[config.mk]
export PLATFORM = sky130hd
export DESIGN_NAME = imem_arbiter_flat
export DESIGN_NICKNAME = d
export VERILOG_FILES = /design/src/rtl/imem_arbiter_if.sv /design/src/rtl/imem_arbiter.sv /design/src/flat_wrapper.sv
export SDC_FILE = /design/constraint.sdc
export NUM_CORES = 1
export LEC_CHECK = 0
export BUFFER_PORTS_ARGS = -buffer_cell sky130_fd_sc_hd__buf_2
export CORE_AREA = 3 3 95 97
export CTS_BUF_LIST = sky130_fd_sc_hd__clkbuf_16
export DETAILED_ROUTE_END_ITERATION = 10
export DIE_AREA = 0 0 98 100
export SYNTH_ARGS = -nofsm -noshare
export SYNTH_HDL_FRONTEND = slang
export SYNTH_SLANG_ARGS = --single-unit
[constraint.sdc]
create_clock -name clk -period 1.92 [get_ports clk]
set_input_delay 0.288 -clock clk [delete_from_list [all_inputs] [get_ports clk]]
set_output_delay 0.288 -clock clk [all_outputs]
set_load 0.01 [all_outputs]
[src/rtl/imem_arbiter_if.sv]
// -----------------------------------------------------------------------------
// imem_arbiter_if
//
// Purpose: bundles every bus signal around the instruction-memory arbiter:
// the fetch requester port (f_*), the loader requester port (l_*) and the
// single-port memory side (mem_*).
//
// Modports:
//   slave  - the arbiter's view: requests, addresses, write data and
//            mem_rdata are inputs; grants, read responses and the memory
//            command are outputs.
//   master - the environment's view (requesters plus memory array), which is
//            the mirror image of slave.
//
// Parameter ADDR_WIDTH sets the width of the word address sent to memory and
// must match the arbiter's ADDR_WIDTH.
// -----------------------------------------------------------------------------
interface imem_arbiter_if #(
    parameter int ADDR_WIDTH = 10
);
    // Fetch requester (read-only)
    logic                  f_req;
    logic [31:0]           f_addr;
    logic                  f_gnt;
    logic                  f_rvalid;
    logic [31:0]           f_rdata;

    // Loader requester (read/write)
    logic                  l_req;
    logic                  l_we;
    logic [31:0]           l_addr;
    logic [31:0]           l_wdata;
    logic                  l_gnt;
    logic                  l_rvalid;
    logic [31:0]           l_rdata;

    // Memory array port
    logic                  mem_en;
    logic                  mem_we;
    logic [ADDR_WIDTH-1:0] mem_addr;
    logic [31:0]           mem_wdata;
    logic [31:0]           mem_rdata;

    modport slave (
        input  f_req, f_addr,
        output f_gnt, f_rvalid, f_rdata,
        input  l_req, l_we, l_addr, l_wdata,
        output l_gnt, l_rvalid, l_rdata,
        output mem_en, mem_we, mem_addr, mem_wdata,
        input  mem_rdata
    );

    modport master (
        output f_req, f_addr,
        input  f_gnt, f_rvalid, f_rdata,
        output l_req, l_we, l_addr, l_wdata,
        input  l_gnt, l_rvalid, l_rdata,
        input  mem_en, mem_we, mem_addr, mem_wdata,
        output mem_rdata
    );
endinterface

[src/rtl/imem_arbiter.sv]
// -----------------------------------------------------------------------------
// imem_arbiter
//
// Purpose: shares one synchronous-read word memory between the IF-stage fetch
// unit (read-only) and the program loader (read/write). At most one access is
// granted per cycle, grants are combinational, and read data comes back one
// cycle after the grant, routed to whichever requester owned the read.
// The loader has priority over fetch.
//
// Ports:
//   clk    - rising-edge clock
//   reset  - asynchronous, active-low reset
//   bus    - imem_arbiter_if.slave: f_* fetch port, l_* loader port,
//            mem_* memory port
//
// Parameters:
//   ADDR_WIDTH - word-address bits driven to memory (default 10 -> 1024 words)
//   MAX_BURST  - consecutive loader grants tolerated while fetch waits
//                (1..255, used only in the fairness build)
//
// Configuration macro:
//   IMEM_ARB_FAIRNESS_EN - when defined, a burst counter forces a fetch grant
//                          after MAX_BURST consecutive loader grants that
//                          kept a pending fetch waiting. When undefined,
//                          strict loader priority applies and fetch may starve.
// -----------------------------------------------------------------------------
module imem_arbiter #(
    parameter int ADDR_WIDTH = 10,
    parameter int MAX_BURST  = 4
) (
    input  logic           clk,
    input  logic           reset,
    imem_arbiter_if.slave  bus
);

    typedef enum logic [1:0] {
        OWN_NONE  = 2'd0,
        OWN_FETCH = 2'd1,
        OWN_LOAD  = 2'd2
    } owner_e;

    owner_e owner_q, owner_d;
    logic   f_gnt;
    logic   l_gnt;
    logic   fair_fire;

`ifdef IMEM_ARB_FAIRNESS_EN
    localparam logic [7:0] BURST_LIMIT = 8'(MAX_BURST);

    logic [7:0] burst_cnt_q, burst_cnt_d;

    // Fetch is forced through once the loader has held it off MAX_BURST times
    // in a row and both sides are still asking.
    assign fair_fire = bus.f_req && bus.l_req && (burst_cnt_q == BURST_LIMIT);

    // The count only advances while fetch is actually being held off.
    always_comb begin
        burst_cnt_d = burst_cnt_q;
        if (!bus.f_req || f_gnt) begin
            burst_cnt_d = 8'd0;
        end else if (l_gnt) begin
            burst_cnt_d = burst_cnt_q + 8'd1;
        end
    end

    always_ff @(posedge clk or negedge reset) begin
        if (!reset) begin
            burst_cnt_q <= 8'd0;
        end else begin
            burst_cnt_q <= burst_cnt_d;
        end
    end
`else
    assign fair_fire = 1'b0;
`endif

    // Grants are gated with reset so nothing reaches memory while it is low.
    always_comb begin
        l_gnt = reset && bus.l_req && !fair_fire;
        f_gnt = reset && bus.f_req && (!bus.l_req || fair_fire);
    end

    // Owner state register.
    always_ff @(posedge clk or negedge reset) begin
        if (!reset) begin
            owner_q <= OWN_NONE;
        end else begin
            owner_q <= owner_d;
        end
    end

    // Next owner: only reads produce a response; loader writes leave NONE.
    always_comb begin
        owner_d = OWN_NONE;
        if (f_gnt) begin
            owner_d = OWN_FETCH;
        end else if (l_gnt && !bus.l_we) begin
            owner_d = OWN_LOAD;
        end
    end

    // Outputs: memory command from this cycle's grant, responses from the
    // owner captured at the previous edge. Address bits [1:0] and everything
    // above the word range are dropped so accesses wrap modulo memory size.
    always_comb begin
        bus.f_gnt     = f_gnt;
        bus.l_gnt     = l_gnt;
        bus.mem_en    = f_gnt || l_gnt;
        bus.mem_we    = l_gnt && bus.l_we;
        bus.mem_addr  = l_gnt ? bus.l_addr[ADDR_WIDTH+1:2] : bus.f_addr[ADDR_WIDTH+1:2];
        bus.mem_wdata = bus.l_wdata;
        bus.f_rvalid  = (owner_q == OWN_FETCH);
        bus.l_rvalid  = (owner_q == OWN_LOAD);
        bus.f_rdata   = (owner_q == OWN_FETCH) ? bus.mem_rdata : 32'h0;
        bus.l_rdata   = (owner_q == OWN_LOAD)  ? bus.mem_rdata : 32'h0;
    end

endmodule

[src/flat_wrapper.sv]
// flat-port wrapper written by rule: the top's interface ports become plain ports
module imem_arbiter_flat 
#(
    parameter int ADDR_WIDTH = 10,
    parameter int MAX_BURST  = 4
)
  (clk, reset, bus_f_req, bus_f_addr, bus_f_gnt, bus_f_rvalid, bus_f_rdata, bus_l_req, bus_l_we, bus_l_addr, bus_l_wdata, bus_l_gnt, bus_l_rvalid, bus_l_rdata, bus_mem_en, bus_mem_we, bus_mem_addr, bus_mem_wdata, bus_mem_rdata);
  imem_arbiter_if #(.ADDR_WIDTH(ADDR_WIDTH)) bus_i ();
  input  logic clk;
  input  logic reset;
  input wire logic [$bits(bus_i.f_req)-1:0] bus_f_req;
  input wire logic [$bits(bus_i.f_addr)-1:0] bus_f_addr;
  output wire logic [$bits(bus_i.f_gnt)-1:0] bus_f_gnt;
  output wire logic [$bits(bus_i.f_rvalid)-1:0] bus_f_rvalid;
  output wire logic [$bits(bus_i.f_rdata)-1:0] bus_f_rdata;
  input wire logic [$bits(bus_i.l_req)-1:0] bus_l_req;
  input wire logic [$bits(bus_i.l_we)-1:0] bus_l_we;
  input wire logic [$bits(bus_i.l_addr)-1:0] bus_l_addr;
  input wire logic [$bits(bus_i.l_wdata)-1:0] bus_l_wdata;
  output wire logic [$bits(bus_i.l_gnt)-1:0] bus_l_gnt;
  output wire logic [$bits(bus_i.l_rvalid)-1:0] bus_l_rvalid;
  output wire logic [$bits(bus_i.l_rdata)-1:0] bus_l_rdata;
  output wire logic [$bits(bus_i.mem_en)-1:0] bus_mem_en;
  output wire logic [$bits(bus_i.mem_we)-1:0] bus_mem_we;
  output wire logic [$bits(bus_i.mem_addr)-1:0] bus_mem_addr;
  output wire logic [$bits(bus_i.mem_wdata)-1:0] bus_mem_wdata;
  input wire logic [$bits(bus_i.mem_rdata)-1:0] bus_mem_rdata;
  assign bus_i.f_req = bus_f_req;
  assign bus_i.f_addr = bus_f_addr;
  assign bus_f_gnt = bus_i.f_gnt;
  assign bus_f_rvalid = bus_i.f_rvalid;
  assign bus_f_rdata = bus_i.f_rdata;
  assign bus_i.l_req = bus_l_req;
  assign bus_i.l_we = bus_l_we;
  assign bus_i.l_addr = bus_l_addr;
  assign bus_i.l_wdata = bus_l_wdata;
  assign bus_l_gnt = bus_i.l_gnt;
  assign bus_l_rvalid = bus_i.l_rvalid;
  assign bus_l_rdata = bus_i.l_rdata;
  assign bus_mem_en = bus_i.mem_en;
  assign bus_mem_we = bus_i.mem_we;
  assign bus_mem_addr = bus_i.mem_addr;
  assign bus_mem_wdata = bus_i.mem_wdata;
  assign bus_i.mem_rdata = bus_mem_rdata;
  imem_arbiter #(.ADDR_WIDTH(ADDR_WIDTH), .MAX_BURST(MAX_BURST)) u_core (.clk(clk), .reset(reset), .bus(bus_i));
endmodule
### Yosys cells after proc, flatten, opt, wreduce, memory -nomap -nowiden

Cells that the tools add are included.
Widths: inputs -> output; s select.

* bits in registers: 2
* output and inout bits: 112
* word-level logic and storage cells: 16
* input port bits: 133

* reduce and logical (&&, ||, !) cells: 8
* equality and inequality tests: 2
* mux-type cells: 5

Operators with widths (number)
* $mux 32: 2
* $mux 10: 1
* $logic_and 1x1->1: 5
* $mux 2: 2
* $eq 2x1->1 const B: 1
* $eq 2x2->1 const B: 1
* $logic_not 1->1: 2
* $logic_or 1x1->1: 1

### Longest topological paths before layout

* word-level depth: 4
* gate-level depth with buffers: 3

### Worst setup path before layout

OpenSTA, ideal clock, no wires.

* path kind: register to output
* from: reg u_core.owner_q[1]
* to: out bus_f_rdata[22]
* required time: 1.632 ns
* setup slack: 0.684 ns
* stages on the path, launching flop included: 4
* arrival: 0.948 ns
* buffers on the path: 1
* path through: dfrtp_1 -> and2b_1 -> buf_2 -> and2_1

* word-level cells in the longest chain between the ends: 2

Ends and longest elaborated chain
* start, declared: line imem_arbiter.sv:42 `owner_e owner_q, owner_d;`
* start signal, assigned: line imem_arbiter.sv:88 `owner_q <= owner_d;`
* $eq 2x1->1
* net bus_f_rvalid: line flat_wrapper.sv:14 `output wire logic [$bits(bus_i.f_rvalid)-1:0] bus_f_rvalid;`
* $mux 32: line imem_arbiter.sv:114 `bus.f_rdata = (owner_q == OWN_FETCH) ? bus.mem_rdata : 32'h0;`
* end, declared: line flat_wrapper.sv:15 `output wire logic [$bits(bus_i.f_rdata)-1:0] bus_f_rdata;`

The timed path passes the listed nets, and every way through them passes these cells.

### Worst setup path in the final report

* from: reg u_core.owner_q[1]
* to: out bus_f_rdata[16]

* word-level cells in the longest chain between the ends: 2

Ends and longest elaborated chain (line)
* $eq 2x1->1: imem_arbiter.sv:114
* $mux 32: imem_arbiter.sv:114

Every way passes these cells.

==> results.cfg <==
[run_status]
status = complete, no violations

[floorplan]
ios = 245
rows = 33
die_area_um2 = 9800
start_util_pct = 11.27
dieHeight_um = 100
core_um2 = 8217
die-width_um = 98

[global_routing]
track_usage_pct = 5.968
busiest_layer = met2
grt_remaining_overflow = 0
grt_pass1_wl_mm = 4.933
antenna_found_initial = 0
grt_max_degree = 34
grt_pass1_vias = 1066
met1_usage_pct = 5.698
grt_use_met2_pct = 11.73
met3_usage_pct = 2.224

[route]
finalWirelength_mm = 3.201
post-route-drc-count = 0
avgRoutedWirePerCell_um = 9.642
vias = 1154
antenna_left = 0
first_pass_iters = 3
initialDrtViolationCount = 13
via_per_inst = 3.476

[sta]
finalCriticalPeriod_ns = 1.649
maxSlewHeadroom_pct = 77.77
hold_violations = 0
timing.final.max_slew_violations = 0
tightest_slew_ns = 0.3322
max_freq_mhz = 606.3
tns_ns = 0
setup_viol = 0
timing.final.crit_share_pct = 85.91
grt_setup_unrepaired = false

[finish]
area_delta_synth_final_pct = 68.11
regMostFlops = u_core.owner_q
final_common_cell = buf_2
diodes = 0
top_regs = u_core.owner_q (2)
layout-drive-gt1-share_pct = 67.40
fin_area_um2 = 1556
final_cell_mix = buf_2, and2_1, mux2_4
largest_reg_flops = 2
layout.cells.non_filler = 332
finish.net_count = 362
final_util_pct = 18.94

[critical_path]
critPathArrivalTime_ns = 1.36
worstPathRequired_ns = 1.63
startpoint = u_core.owner_q[1]
path_max_fanout = 33
critPathKind = register to output pin
endpoint_kind = output pin
worstSetupStartpointType = register

[clock_network]
clk_path_buf_depth = 2
cts_tree = built
cts.root.buffer_cell = clkbuf_16
cts_resized = 0
post_cts_buffers = 0
cts_made_buffers = 3
htree_levels = 1
clk_pin_slew_worst_paths_ns = 0.03
numClockSinks = 2

[logic_synthesis]
synth_area_leader_cell = and2_1
ys_types = 15
synth_nets = 257
syn_area_um2 = 925.9
synthCells = 124
synth_top_area_share_pct = 43.24
syn_area_per_cell_um2 = 7.467
ys_seq_area_share_pct = 5.405
yosys_warnings = 0
synthTopCellsByArea = and2_1, buf_4, mux2_4
synth-seq-cells = 2

[power]
leakage_nw = 1.018
ir_drop_mv = 0.4186
power_density_nw_per_um2 = 372.9

[hold_path]
hold_end = u_core.owner_q[1]
hold-path-cell-count = 2
hold_path_class = input pin to register
hp-start = bus_l_we

[placement]
placed_area_um2 = 1471
gp_congestion = 0.6419
hpwl_mm = 2.683
io_buffers = 136
dp.cells = 328

[run]
cap_viol_max_count = 0
[Yosys cell counts]
cell / instances
and2_1: 64
and2b_1: 2
and3_2: 1
buf_2: 2
buf_4: 32
buf_6: 1
clkbuf_2: 4
dfrtp_1: 2
inv_1: 1
mux2_2: 2
mux2_4: 8
nand2_1: 1
nand2_2: 1
nor2_1: 2
o21a_1: 1
[layout make-up]
class,instances,area (um2)
timing repair buffer,139,705.7
multi-input combinational,82,590.6
clock buffer,3,75.07
sequential,2,50.05
tap,105,131.4
inverter,1,3.754
fill,920,6660
[kinds of logic (layout without fill, tap and decap cells)]
kind of cell	after synthesis	in the layout	share of synthesized area [%]
compound gates	1	1	0.8111
buf+inv	40	143	30.81
flops	2	2	5.406
mux	10	10	15.41
simple gates	71	71	47.57
[stage by stage]
stage | total power, W | setup slack (ns) | hold WS [ns]
after floorplan | 0.0002194 | 0.6838 | -0.007591
after global placement | 0.0002668 | 0.4246 | 0.1028
after detailed placement | 0.0002719 | 0.4034 | 0.1090
after CTS | 0.0005919 | 0.2285 | 0.2279
after global routing | 0.0006173 | 0.1279 | 0.2430
final | 0.0005804 | 0.2706 | 0.2293
[routing by layer]
metal / wire length [um] / share of wire [%] / up-vias
li1: - / - / 553
met1: 907 / 28 / 481
met2: 1635 / 51 / 107
met3: 598 / 19 / 13
met4: 59 / 1.8 / 0
met5: 0 / 0 / -
[where the power goes]
group | total [W] | internal [W] | switching (W)
clock | 0.000313 | 0.000265 | 0.0000476
combinational | 0.000223 | 0.000123 | 0.000100
sequential | 0.0000447 | 0.0000441 | 0.000000600
[worst max path at each step]
stage / slack (ns) / cells past startpoint / endpoint
6_report: 0.27 / 4 / bus_f_rdata[16]
3_5_place_dp: 0.40 / 4 / bus_mem_addr[0]
2_1_floorplan: 0.68 / 3 / bus_f_rdata[22]
3_3_place_gp: 0.42 / 4 / bus_mem_addr[0]
4_1_cts: 0.23 / 4 / bus_f_rdata[16]
5_1_grt: 0.13 / 4 / bus_f_rdata[16]
[worst max-delay path, stage by stage, from the launching register on]
cell and delay, ns:
dfrtp_1 0.35, and2b_1 0.18, buf_4 0.27, and2_1 0.20, buf_2 0.13
[what timing repair did]
action | CTS | global route
hold buffers | 1 | 0
endpoints found under the hold margin | 2 | 0
endpoints found under the setup margin | 0 | 0
No activity file was read; power rests on OpenSTA's default activity.
